`src/rtl/lib_cpu.sv`:
```
// Shared CPU types: execute-stage result payload and commit-stage FSM encoding.
package lib_cpu;

  localparam int unsigned XLEN         = 32;
  localparam int unsigned MEM_AW       = 6;
  localparam int unsigned BYTE_W       = 8;
  localparam int unsigned COMMIT_TMO_W = 4;

  typedef enum logic [1:0] {
    IDLE   = 2'd0,
    MEM    = 2'd1,
    TX     = 2'd2,
    COMMIT = 2'd3
  } commit_state_t;

  typedef struct packed {
    logic [XLEN-1:0]   x_rd;
    logic              w_rd;
    logic              mem_r_req;
    logic              mem_w_req;
    logic [MEM_AW-1:0] mem_addr;
    logic              w_req;
    logic [BYTE_W-1:0] w_data;
    logic              ack;
    logic [XLEN-1:0]   pc;
    logic              intr_en;
    logic [XLEN-1:0]   intr_pc;
    logic [XLEN-1:0]   intr_vec;
  } execute_t;

endpackage

```
`src/rtl/cpu_commit.sv`:
```
// Commit stage: performs dmem access, UART handoff and interrupt ack for one EXECUTE
// result, writes rd, then updates architectural state.
module cpu_commit
  import lib_cpu::*;
#(
  parameter logic [XLEN-1:0] RESET_PC = 32'd0,
  parameter int unsigned     REG_AW   = 4,
  parameter int unsigned     MEM_TMO  = 15
) (
  input  logic              clk,
  input  logic              rst_n,
  input  logic              ex_valid,
  output logic              ex_ready,
  input  execute_t          ex,
  input  logic [REG_AW-1:0] rd_idx,
  input  logic [XLEN-1:0]   st_data,
  output logic              rf_we,
  output logic [REG_AW-1:0] rf_waddr,
  output logic [XLEN-1:0]   rf_wdata,
  output logic              dmem_req,
  output logic              dmem_we,
  output logic [MEM_AW-1:0] dmem_addr,
  output logic [XLEN-1:0]   dmem_wdata,
  input  logic [XLEN-1:0]   dmem_rdata,
  input  logic              dmem_ack,
  output logic              tx_valid,
  output logic [BYTE_W-1:0] tx_data,
  input  logic              tx_ready,
  output logic              intr_ack,
  output logic [XLEN-1:0]   pc,
  output logic              intr_en,
  output logic [XLEN-1:0]   intr_pc,
  output logic [XLEN-1:0]   intr_vec,
  output logic              mem_err,
  output logic [XLEN-1:0]   retired
);

  commit_state_t           state_q, state_d;
  execute_t                ex_q, ex_nxt;
  logic [REG_AW-1:0]       rd_idx_q, rd_idx_nxt;
  logic [XLEN-1:0]         st_data_q, st_data_nxt;
  logic [XLEN-1:0]         rdata_q, rdata_nxt;
  logic [COMMIT_TMO_W-1:0] tmo_q;
  logic                    xfer, tmo_hit, mem_done;

  logic                    ex_ready_d, rf_we_d, dmem_req_d, dmem_we_d, tx_valid_d, intr_ack_d;
  logic [REG_AW-1:0]       rf_waddr_d;
  logic [XLEN-1:0]         rf_wdata_d, dmem_wdata_d;
  logic [MEM_AW-1:0]       dmem_addr_d;
  logic [BYTE_W-1:0]       tx_data_d;

  assign xfer     = ex_valid & ex_ready;
  // An ack arriving on the last allowed cycle takes precedence over the timeout.
  assign tmo_hit  = (state_q == MEM) & ~dmem_ack & (tmo_q == COMMIT_TMO_W'(MEM_TMO - 1));
  assign mem_done = (state_q == MEM) & (dmem_ack | tmo_hit);

  always_ff @(posedge clk or negedge rst_n) begin
    if (!rst_n) state_q <= IDLE;
    else        state_q <= state_d;
  end

  always_comb begin
    state_d = state_q;
    unique case (state_q)
      IDLE: begin
        if (xfer) begin
          if (ex.mem_r_req | ex.mem_w_req) state_d = MEM;
          else if (ex.w_req)               state_d = TX;
          else                             state_d = COMMIT;
        end
      end
      MEM:     if (mem_done) state_d = ex_q.w_req ? TX : COMMIT;
      TX:      if (tx_ready) state_d = COMMIT;
      COMMIT:  state_d = IDLE;
      default: state_d = IDLE;
    endcase
  end

  // Next values of the latched payload, so registered outputs line up with state_q.
  always_comb begin
    ex_nxt      = ex_q;
    rd_idx_nxt  = rd_idx_q;
    st_data_nxt = st_data_q;
    rdata_nxt   = rdata_q;
    if (xfer) begin
      ex_nxt      = ex;
      rd_idx_nxt  = rd_idx;
      st_data_nxt = st_data;
    end
    if ((state_q == MEM) && dmem_ack) rdata_nxt = dmem_rdata;
    else if (tmo_hit)                 rdata_nxt = '0;
  end

  always_comb begin
    ex_ready_d   = 1'b0;
    rf_we_d      = 1'b0;
    rf_waddr_d   = '0;
    rf_wdata_d   = '0;
    dmem_req_d   = 1'b0;
    dmem_we_d    = 1'b0;
    dmem_addr_d  = '0;
    dmem_wdata_d = '0;
    tx_valid_d   = 1'b0;
    tx_data_d    = '0;
    intr_ack_d   = 1'b0;
    unique case (state_d)
      IDLE: ex_ready_d = 1'b1;
      MEM: begin
        dmem_req_d   = 1'b1;
        dmem_we_d    = ex_nxt.mem_w_req;
        dmem_addr_d  = ex_nxt.mem_addr;
        dmem_wdata_d = st_data_nxt;
      end
      TX: begin
        tx_valid_d = 1'b1;
        tx_data_d  = ex_nxt.w_data;
      end
      COMMIT: begin
        // A combined read+write request behaves as a store: no rd update.
        rf_we_d    = ex_nxt.w_rd & (rd_idx_nxt != '0) & ~(ex_nxt.mem_r_req & ex_nxt.mem_w_req);
        rf_waddr_d = rd_idx_nxt;
        rf_wdata_d = (ex_nxt.mem_r_req & ~ex_nxt.mem_w_req) ? rdata_nxt : ex_nxt.x_rd;
        intr_ack_d = ex_nxt.ack;
      end
      default: ex_ready_d = 1'b0;
    endcase
  end

  always_ff @(posedge clk or negedge rst_n) begin
    if (!rst_n) begin
      ex_ready   <= 1'b1;
      rf_we      <= 1'b0;
      rf_waddr   <= '0;
      rf_wdata   <= '0;
      dmem_req   <= 1'b0;
      dmem_we    <= 1'b0;
      dmem_addr  <= '0;
      dmem_wdata <= '0;
      tx_valid   <= 1'b0;
      tx_data    <= '0;
      intr_ack   <= 1'b0;
    end else begin
      ex_ready   <= ex_ready_d;
      rf_we      <= rf_we_d;
      rf_waddr   <= rf_waddr_d;
      rf_wdata   <= rf_wdata_d;
      dmem_req   <= dmem_req_d;
      dmem_we    <= dmem_we_d;
      dmem_addr  <= dmem_addr_d;
      dmem_wdata <= dmem_wdata_d;
      tx_valid   <= tx_valid_d;
      tx_data    <= tx_data_d;
      intr_ack   <= intr_ack_d;
    end
  end

  // Payload latches, MEM cycle counter and architectural state.
  always_ff @(posedge clk or negedge rst_n) begin
    if (!rst_n) begin
      ex_q      <= '0;
      rd_idx_q  <= '0;
      st_data_q <= '0;
      rdata_q   <= '0;
      tmo_q     <= '0;
      pc        <= RESET_PC;
      intr_en   <= 1'b0;
      intr_pc   <= '0;
      intr_vec  <= '0;
      mem_err   <= 1'b0;
      retired   <= '0;
    end else begin
      ex_q      <= ex_nxt;
      rd_idx_q  <= rd_idx_nxt;
      st_data_q <= st_data_nxt;
      rdata_q   <= rdata_nxt;
      tmo_q     <= (state_q == MEM) ? tmo_q + COMMIT_TMO_W'(1) : '0;
      if (tmo_hit) mem_err <= 1'b1;
      if (state_q == COMMIT) begin
        pc       <= ex_q.pc;
        intr_en  <= ex_q.intr_en;
        intr_pc  <= ex_q.intr_pc;
        intr_vec <= ex_q.intr_vec;
        retired  <= retired + XLEN'(1);
      end
    end
  end

endmodule

```
`config.mk`:
```
export PLATFORM = sky130hd
export DESIGN_NAME = cpu_commit
export DESIGN_NICKNAME = d
export VERILOG_FILES = /design/src/rtl/lib_cpu.sv /design/src/rtl/cpu_commit.sv
export SDC_FILE = /design/constraint.sdc
export NUM_CORES = 1
export LEC_CHECK = 0
export CAP_MARGIN = 30
export CORE_MARGIN = 1
export CORE_UTILIZATION = 43
export CTS_CLUSTER_DIAMETER = 150
export CTS_CLUSTER_SIZE = 30
export DETAILED_ROUTE_END_ITERATION = 7
export DONT_BUFFER_PORTS = 1
export SLEW_MARGIN = 5
export SYNTH_ARGS = -nofsm -noshare
export SYNTH_HDL_FRONTEND = slang
export SYNTH_SLANG_ARGS = --single-unit
```
`constraint.sdc`:
```
create_clock -name clk -period 3.14 [get_ports clk]
set_input_delay 0.628 -clock clk [delete_from_list [all_inputs] [get_ports clk]]
set_output_delay 0.628 -clock clk [all_outputs]
set_load 0.05 [all_outputs]
```
==> results.toml, run 1 <==
[grt]
grt_pass1_vias = 10200
grtUsageMet1_pct = 23.7
grt_max_degree = 441
antenna_found_initial = 0
met3_usage_pct = 7.56
grtUsageTotal_pct = 19.1
grt-busiest-layer = "met2"
grt_pass1_wl_mm = 59.0
overflow = 0
met2_usage_pct = 30.7

[worst_setup_path]
ff2ff_path_depth = 7
critPathMaxStageDelay_ps = 550
endpoint_kind = "flip-flop"
crit_cells = 7
start_kind = "flip-flop"
worst-path-buf-inv = 2
cp_max_fo = 34
required_ps = 3570
crit_arrival_ps = 2860
critical-path-top-delay-family = "simple AND/OR/NAND/NOR gates"
criticalPathCategory = "flip-flop to flip-flop"
path_cells = "inv_1, ha_1, and3_1, o21ai_2, buf_4, nand2_2, o2111a_1"
critPathSlowestCell = "nand2_2"

[clocking]
cts-resized-gates = 0
cts.clk_slew.worst_paths_ps = 110
h-tree-depth = 1
cts_buffer_depth = 3
cts.sinks = 440
clock-root-buffer = "clkbuf_16"
cts_buffers = 18
cts_tree = "yes"
postCtsSetupBuffers = 0
insertion_delay_ps = 540

[final_layout]
diodes = 0
final_layout_size_suffix_gt1_share_pct = 11.3
fillers = 3526
nets = 1629
area_growth_pct = 5.82

[timing]
drv_slew = 0
setup_viol = 0
finalHoldViolations = 439
tightest_slew_ps = 994
clock_skew_ps = 29.8
finalCritPeriodShare_pct = 77.4
hold_slack_ps = -218
finalCriticalPeriod_ps = 2430
tns_ps = 0
rsz0062_at_grt = "false"
clock.fmax_ghz = 0.411
maxSlewHeadroom_pct = 33.7

[routing]
wl_mm = 38.6
drc = 0
routed-via-count = 10100
final_antenna_net_count = 0
vias_per_cell = 5.28
first_pass_iters = 4
avgRoutedWirePerCell_um = 20.1
drtIter0Drc = 481

[status]
status = "finished with violations"
violations = "negative hold slack"

[floorplanning]
initial_utilization_pct = 44.0
die_x_um = 199
die_h_um = 199
design.core.area_um2 = 37800
die_area_um2 = 39500
num_rows = 71
io_pins = 439

[synth]
yosysMostFrequentCell = "nand2_1"
ys_types = 49
synth_warnings = 0
synthCells = 1447
synth_area_leaders = "dfrtp_1 (66%), nand2_1 (13%), mux2_2 (6.6%)"
synthTopCellsByCount = "nand2_1 (561), dfrtp_1 (439), mux2_2 (98), buf_2 (47), a21oi_1 (43)"
avgSynthCellArea_um2 = 11.5
yosys_register_bits = 440
synth_top_area_share_pct = 66.0
yosysTopAreaCell = "dfrtp_1"
synth_edf_count = 0
synth-main-ff-cell = "dfrtp_1"
seq_area_frac_synth_pct = 66.2
netlist_area_um2 = 16600
syn_nets = 1671
ys_async_sr_fraction_pct = 100

[run]
drv_cap = 0

[placed_design]
hpwl_mm = 25.6
portBuffers = 0
gp_congestion = 0.763

[worst_hold_path]
hold_path_class = "input pin to asynchronous set/reset pin"

[power]
leakage_nw = 8.83
power.density_nw_per_um2 = 1160
peakVddDrop_mv = 0.833
==> final timing paths <==
check,startpoint,to,slack [ps]
max in group asynchronous,rst_n,st_data_q[29],2550
hold reg to reg,ex_q[97],ex_q[97],480
setup reg to reg,tmo_q[0],rf_wdata[5],710
setup / recovery,tmo_q[0],rf_wdata[5],710
hold / removal,rst_n,ex_q[6],-220
min in group clk,ex[68],ex_q[68],190
==> layout make-up <==
| type | instances | area (um2) | share of cell area, % |
|---|---|---|---|
| inverter | 5 | 18.8 | 0.107 |
| tap | 511 | 639 | 3.63 |
| multi-input combinational | 921 | 5230 | 29.7 |
| sequential | 440 | 11000 | 62.5 |
| clock inverter | 1 | 11.3 | 0.0640 |
| clock buffer | 25 | 498 | 2.83 |
| timing repair buffer | 19 | 193 | 1.09 |
==> power breakdown <==
group	total, W	internal [W]	leakage [nW]	switching [W]
registers	0.0129	0.00794	5.63	0.00499
clock network	0.00282	0.00113	0.247	0.00168
logic	0.00466	0.00193	2.95	0.00273
total	0.0204	0.0110	8.83	0.00940
==> worst reg2reg max path, cell delays in order, from the launching register on <==
cell and delay [ps]:
dfrtp_1 400, inv_1 60, ha_1 180, and3_1 190, o21ai_2 200, buf_4 410, nand2_2 560, o2111a_1 330
==> cell usage in the layout (no fill, tap or decap), drive strengths merged, types with 2 or more instances in the layout <==
| cell type | synthesis | routed |
|---|---|---|
| nand2 | 562 | 562 |
| dfrtp | 439 | 439 |
| mux2 | 98 | 98 |
| a21oi | 51 | 51 |
| nand3 | 43 | 43 |
| a22o | 32 | 32 |
| o2111a | 32 | 32 |
| xnor2 | 26 | 26 |
| clkbuf | 24 | 25 |
| buf | 57 | 19 |
| nor2 | 10 | 10 |
| nand4 | 10 | 10 |
| xor2 | 7 | 7 |
| and3 | 6 | 6 |
| inv | 5 | 6 |
| and2 | 6 | 6 |
| nor4 | 4 | 4 |
| nor3 | 3 | 3 |
| a21o | 3 | 3 |
| and4 | 3 | 3 |
| nand4b | 3 | 3 |
| ha | 3 | 3 |
| nand2b | 2 | 2 |
| and4b | 2 | 2 |
| o21ai | 2 | 2 |
==> metrics by stage <==
stage / total power (W) / instances / instance area, um2 / util [%] / setup slack, ps
2_1_floorplan: 0.0163 / 1447 / 16600 / - / 1210
3_3_place_gp: 0.0176 / 1896 / 17100 / 45.2 / 754
3_5_place_dp: 0.0178 / 1896 / 17100 / 45.2 / 703
4_1_cts: 0.0206 / 1922 / 17600 / 46.5 / 684
5_1_grt: 0.0216 / 1922 / 17600 / 46.5 / 519
6_report: 0.0204 / 1922 / 17600 / 46.5 / 708
==> routing by layer <==
layer | vias to the layer above | wire (um)
met4 | 0 | 1060
li1 | 4670 | -
met5 | - | 0
met2 | 295 | 18000
met1 | 5131 | 15400
met3 | 51 | 4160
==> state kept, by name, indices dropped and copies added, names as in the netlist, 2 cells and up <==
signal      flops
rdata_q        32
rf_wdata       32
state_q         2
tmo_q           4
rf_waddr        4
ex_q          148
rd_idx_q        4
tx_data         8
retired        32
intr_vec       32
dmem_addr       6
pc             32
intr_pc        32
st_data_q      32
dmem_wdata     32
==> logic make-up (layout without fill, tap and decap cells) <==
| logic type | after synthesis | count (layout) | share of synthesized area (%) |
|---|---|---|---|
| DFF | 440 | 440 | 66.2 |
| and+or+nand+nor | 659 | 659 | 16.3 |
| buffers and inverters | 86 | 50 | 2.56 |
| adders and majority gates | 3 | 3 | 0.226 |
| muxes | 99 | 99 | 6.69 |
| xor gates and xnor gates | 33 | 33 | 1.74 |
| AOI/OAI and AO/OA | 127 | 127 | 6.31 |
Note: power is estimated with default switching activity, not from simulation.
==> inputs of run 2 (changes only) <==
==> constraint.sdc (replaced) <==
create_clock -name clk -period 2 [get_ports clk]
set_input_delay 0.4 -clock clk [delete_from_list [all_inputs] [get_ports clk]]
set_output_delay 0.4 -clock clk [all_outputs]
set_load 0.05 [all_outputs]
==> run 2 against run 1 <==
The run still ends with negative hold slack left. Routed wire length is 4.4% higher. Via count is 9.8% higher. Global-route usage is 0.93 points higher. Die area stayed put. Register-to-register slack worse by 550 ps. Sequential power is 56% higher. First-iteration DRC count is 22% lower. Total power is 61% higher. Flip-flop and latch count stayed put. Worst hold slack worse by 240 ps. Combinational power is 80% higher.
==> results.toml, run 2 (synthesized netlist as in run 1, its figures left out) <==
[floorplanning]
die_h_um = 199
initial_utilization_pct = 44.0
die_x_um = 199
die_area_um2 = 39500
num_rows = 71
io_pins = 439
design.core.area_um2 = 37800

[status]
violations = "negative hold slack"
status = "finished with violations"

[worst_setup_path]
critical-path-top-delay-family = "buffers and inverters"
start_kind = "flip-flop"
worst-path-buf-inv = 2
cp_max_fo = 32
critPathSlowestCell = "dfrtp_1"
path_cells = "buf_4, nor2b_4, and2_1, buf_4, a22o_1, o2111a_1"
cp_common_cell = "buf_4"
endpoint_kind = "flip-flop"
critPathMaxStageDelay_ps = 430
criticalPathCategory = "flip-flop to flip-flop"
required_ps = 2480
crit_arrival_ps = 2320

[timing]
maxSlewHeadroom_pct = 21.5
clock_skew_ps = 23.6
clock.fmax_ghz = 0.543
finalCritPeriodShare_pct = 92.1
finalCriticalPeriod_ps = 1840
hold_slack_ps = -454
tns_ps = 0
rsz0062_at_grt = "false"
drv_slew = 0
finalHoldViolations = 439
tightest_slew_ps = 1180
setup_viol = 0

[clocking]
postCtsSetupBuffers = 0
clock-root-buffer = "clkbuf_16"
cts.sinks = 440
h-tree-depth = 1
cts_tree = "yes"
cts_buffer_depth = 3
cts.clk_slew.worst_paths_ps = 110
cts_buffers = 18
insertion_delay_ps = 540

[final_layout]
layout_commonest_cell = "nand2_1"
area_growth_pct = 21.0
layout_common_cells = "nand2_1 (559), dfrtp_1 (439), dlygate4sd3_1 (208)"
regMostFlops = "ex_q"
final_layout_size_suffix_gt1_share_pct = 11.9
largest_register_ffs = 148
instances_no_fill = 2173
nets = 1876

[placed_design]
hpwl_mm = 26.2
portBuffers = 0
gp_congestion = 0.792
dp.cells = 1935

[grt]
grtUsageTotal_pct = 20.0
grt_pass1_vias = 11400
grt_max_degree = 441
antenna_found_initial = 3
grt_pass1_wl_mm = 62.6
overflow = 0

[routing]
avgRoutedWirePerCell_um = 18.5
drtIter0Drc = 376
routed-via-count = 11100
final_antenna_net_count = 0
vias_per_cell = 5.13
first_pass_iters = 5
drc = 0
wl_mm = 40.3

[run]
drv_cap = 0

[worst_hold_path]
hold_path_class = "input pin to asynchronous set/reset pin"

[power]
leakage_nw = 9.95
peakVddDrop_mv = 0.940
power.density_nw_per_um2 = 1640
## run 2: cell types whose count changed in the layout (fill, tap and decap cells not counted)
cell / delta
buf_4: +29
dlygate4sd3_1: +208
diode_2: +4
buf_12: +10
o21ai_4: +1
o21ai_2: -1
## run 2: stage by stage
step	util [%]	hold WS [ps]	worst slack [ps]	instance area, um2	total power [W]
after floorplan	-	104	68.0	16600	0.0256
after detailed placement	46.3	114	147	17500	0.0284
final	53.2	-454	158	20100	0.0329
after CTS	53.1	-483	109	20100	0.0332
after global routing	53.2	-492	33.5	20100	0.0348
after global placement	46.3	112	194	17500	0.0280
## run 2: path summary, 6_finish.rpt
path | start | end | slack, ps | cells past startpoint
setup / recovery | state_q[1] | rf_wdata[17] | 160 | 6
hold / removal | rst_n | ex_q[4] | -450 | 0
setup reg to reg | state_q[1] | rf_wdata[17] | 160 | 6
hold reg to reg | ex_q[109] | ex_q[109] | 480 | 2
max in group asynchronous | rst_n | retired[3] | 1500 | 0
min in group clk | ex[109] | ex_q[109] | 30 | 2
## run 2: final cells by class
cell class,count,area (um2)
Clock buffer,25,498
Tap cell,511,639
Sequential cell,440,11000
Fill cell,3293,17700
Antenna cell,4,10.0
Timing Repair Buffer,266,2690
Clock inverter,1,11.3
Multi-Input combinational cell,921,5240
Inverter,5,18.8
## run 2: what timing repair did
| action | in CTS | in global routing |
|---|---|---|
| hold endpoints to repair | 684 | 441 |
| setup endpoints to repair | 0 | 12 |
| resized for setup | 0 | 1 |
| hold buffers | 207 | 1 |
## run 2: metal layers
metal  up-vias  routed length [um]  track usage [%]
met4         0                1390             6.89
met1      5525               16300             25.4
met3        78                3620             6.61
met5         -                   0                0
li1       5170                   -                -
met2       368               19000             32.0
## run 2: power by group
| group | internal [W] | switching, W | leakage [nW] |
|---|---|---|---|
| logic | 0.00367 | 0.00474 | 4.08 |
| clock network | 0.00178 | 0.00267 | 0.247 |
| registers | 0.0125 | 0.00760 | 5.63 |
## run 2: worst register-to-register path: stages (launching register included)
cell and delay [ps]:
dfrtp_1 430, buf_4 190, nor2b_4 180, and2_1 160
buf_4 380, a22o_1 240, o2111a_1 210
==> inputs of run 3 (changes only) <==
--- a/config.mk
+++ b/config.mk
@@ -9,9 +9,9 @@
 export CORE_MARGIN = 1
 export CORE_UTILIZATION = 43
 export CTS_CLUSTER_DIAMETER = 150
-export CTS_CLUSTER_SIZE = 30
 export DETAILED_ROUTE_END_ITERATION = 7
 export DONT_BUFFER_PORTS = 1
+export SKIP_LAST_GASP = 1
 export SLEW_MARGIN = 5
 export SYNTH_ARGS = -nofsm -noshare
 export SYNTH_HDL_FRONTEND = slang
==> run 3 against run 2 <==
The run still ends with negative hold slack left. Non-clock buffer count up 8. Routed wire length up 3.7%. Clock power up 88%. Flip-flop and latch count unchanged. Cell count up 3.0%. Core utilization up 2.8 points. Count of clock-buffer cells in the layout up 42. Sequential share of layout area down 2.8 points. Die area unchanged. First-iteration DRC count up 15%. Fmax up 0.36%. Via count up 2.5%. Critical endpoint is now rf_wdata[29]. Largest cell class unchanged.
==> results.toml, run 3 (synthesized netlist as in run 1, its figures left out) <==
[timing]
hold_slack_ps = -472
tns_ps = 0
tightest_slew_ps = 1120
rsz0062_at_grt = "false"
setup_viol = 0
setup_ws_ps = 165
finalCritPeriodShare_pct = 91.8
finalHoldViolations = 439
drv_slew = 0
clock_skew_ps = 13.6
clock.fmax_ghz = 0.545
finalCriticalPeriod_ps = 1840
maxSlewHeadroom_pct = 25.0

[placed_design]
hpwl_mm = 26.2
portBuffers = 0
post-place-ws_ps = 147
gp_congestion = 0.792

[clocking]
cts_tree = "yes"
cts_buffers = 46
cts-hold-fix-buffers = 216
cts.sinks = 440
insertion_delay_ps = 570
clock-root-buffer = "clkbuf_16"
cts_buffer_depth = 3
h-tree-depth = 2
cts.clk_slew.worst_paths_ps = 60

[worst_setup_path]
endpoint_kind = "flip-flop"
reg2reg_from = "ex_ready"
criticalPathCategory = "flip-flop to flip-flop"
required_ps = 2490
crit-reg2reg-capture = "rf_wdata[29]"
r2r_slack_ps = 160
start_kind = "flip-flop"
cp_max_fo = 32
crit_arrival_ps = 2330
ff2ff_path_depth = 4

[floorplanning]
num_rows = 71
design.core.area_um2 = 37800
die_area_um2 = 39500
io_pins = 439
initial_utilization_pct = 44.0
die_h_um = 199
die_x_um = 199

[final_layout]
layout_commonest_cell = "nand2_1"
final_layout_size_suffix_gt1_share_pct = 14.6
nets = 1912
largest_register_ffs = 148
regMostFlops = "ex_q"
layout_common_cells = "nand2_1 (559), dfrtp_1 (439), dlygate4sd3_1 (216)"
post-route-util_pct = 56.0
fillers = 3165
area_growth_pct = 27.4

[grt]
grt_pass1_wl_mm = 64.4
overflow = 0
grtUsageTotal_pct = 20.8
grt_max_degree = 441
grt_pass1_vias = 11900
antenna_found_initial = 3

[routing]
drc = 0
routed-via-count = 11400
first_pass_iters = 7
avgRoutedWirePerCell_um = 18.6
final_antenna_net_count = 0
wl_mm = 41.8
drtIter0Drc = 432
vias_per_cell = 5.10

[power]
power.density_nw_per_um2 = 1750
pwr-share-seq_pct = 54.4
switching_share_pct = 43.0
peakVddDrop_mv = 0.952
p_switching_w = 0.0159
internal_power_w = 0.0211
pwr-share-comb_pct = 22.9
leakage_nw = 10.5
pwr-share-clk_pct = 22.7

[status]
violations = "negative hold slack"
status = "finished with violations"

[run]
drv_cap = 0

[worst_hold_path]
hold_path_class = "input pin to asynchronous set/reset pin"
run 3: changes by cell type in the layout (fill, tap and decap cells not counted), sizes merged:
cell,previous run,this run
clkbuf,25,67
clkinv,0,12
dlygate4sd3,208,216
bufinv,0,2
clkinvlp,0,1
inv,6,7
run 3: worst max-delay path by stage:
stage | start | endpoint | slack [ps]
after floorplan | retired[0] | retired[14] | 70
after global placement | tmo_q[0] | dmem_addr[4] | 190
after detailed placement | tmo_q[0] | dmem_wdata[7] | 150
after CTS | tmo_q[0] | dmem_addr[2] | 130
after global routing | ex_ready | dmem_wdata[0] | 40
final | ex_ready | rf_wdata[29] | 160
run 3: critical path, stage by stage, from the launching register on:
cell and delay (ps):
dfstp_2 590, nand4bb_1 200, o221ai_4 270, buf_4 420, o2111a_1 270
run 3: timing repair:
| item | CTS | global route |
|---|---|---|
| hold endpoints to repair | 703 | 440 |
| setup endpoints to repair | 0 | 5 |
| resized for setup | 0 | 1 |
| setup buffers | 0 | 0 |
run 3: stage by stage:
step | cells | hold WS, ps | power (W) | instance area (um2)
finish | 2239 | -472 | 0.0370 | 21200
floorplan | 1447 | 104 | 0.0256 | 16600
CTS | 2235 | -513 | 0.0372 | 21200
global route | 2238 | -510 | 0.0390 | 21200
detailed placement | 1935 | 114 | 0.0284 | 17500
global placement | 1935 | 112 | 0.0280 | 17500
run 3: layout make-up:
cell class | count | area [um2] | area share, %
diodes | 4 | 10.0 | 0.0472
well taps | 511 | 639 | 3.02
clock buffers | 67 | 1330 | 6.28
multi-input cells | 921 | 5240 | 24.7
flip-flops and latches | 440 | 11000 | 52.0
inverters | 5 | 18.8 | 0.0886
clock inverters | 17 | 164 | 0.774
repair buffers | 274 | 2770 | 13.1
run 3: power groups by stage:
stage / registers (W) / clock network (W) / logic [W]
after floorplan: 0.0197 / 0 / 0.00597
after global placement: 0.0202 / 0 / 0.00782
after detailed placement: 0.0203 / 0 / 0.00810
after CTS: 0.0201 / 0.00861 / 0.00847
after global routing: 0.0205 / 0.00896 / 0.00945
final: 0.0201 / 0.00838 / 0.00846
run 3: metal layers:
metal / vias up / GRT usage, % / wire length (um)
met5: - / 0 / 0
met1: 5622 / 25.4 / 17000
met4: 0 / 10.4 / 1760
met2: 418 / 32.4 / 19100
met3: 98 / 7.63 / 3880
li1: 5277 / - / -
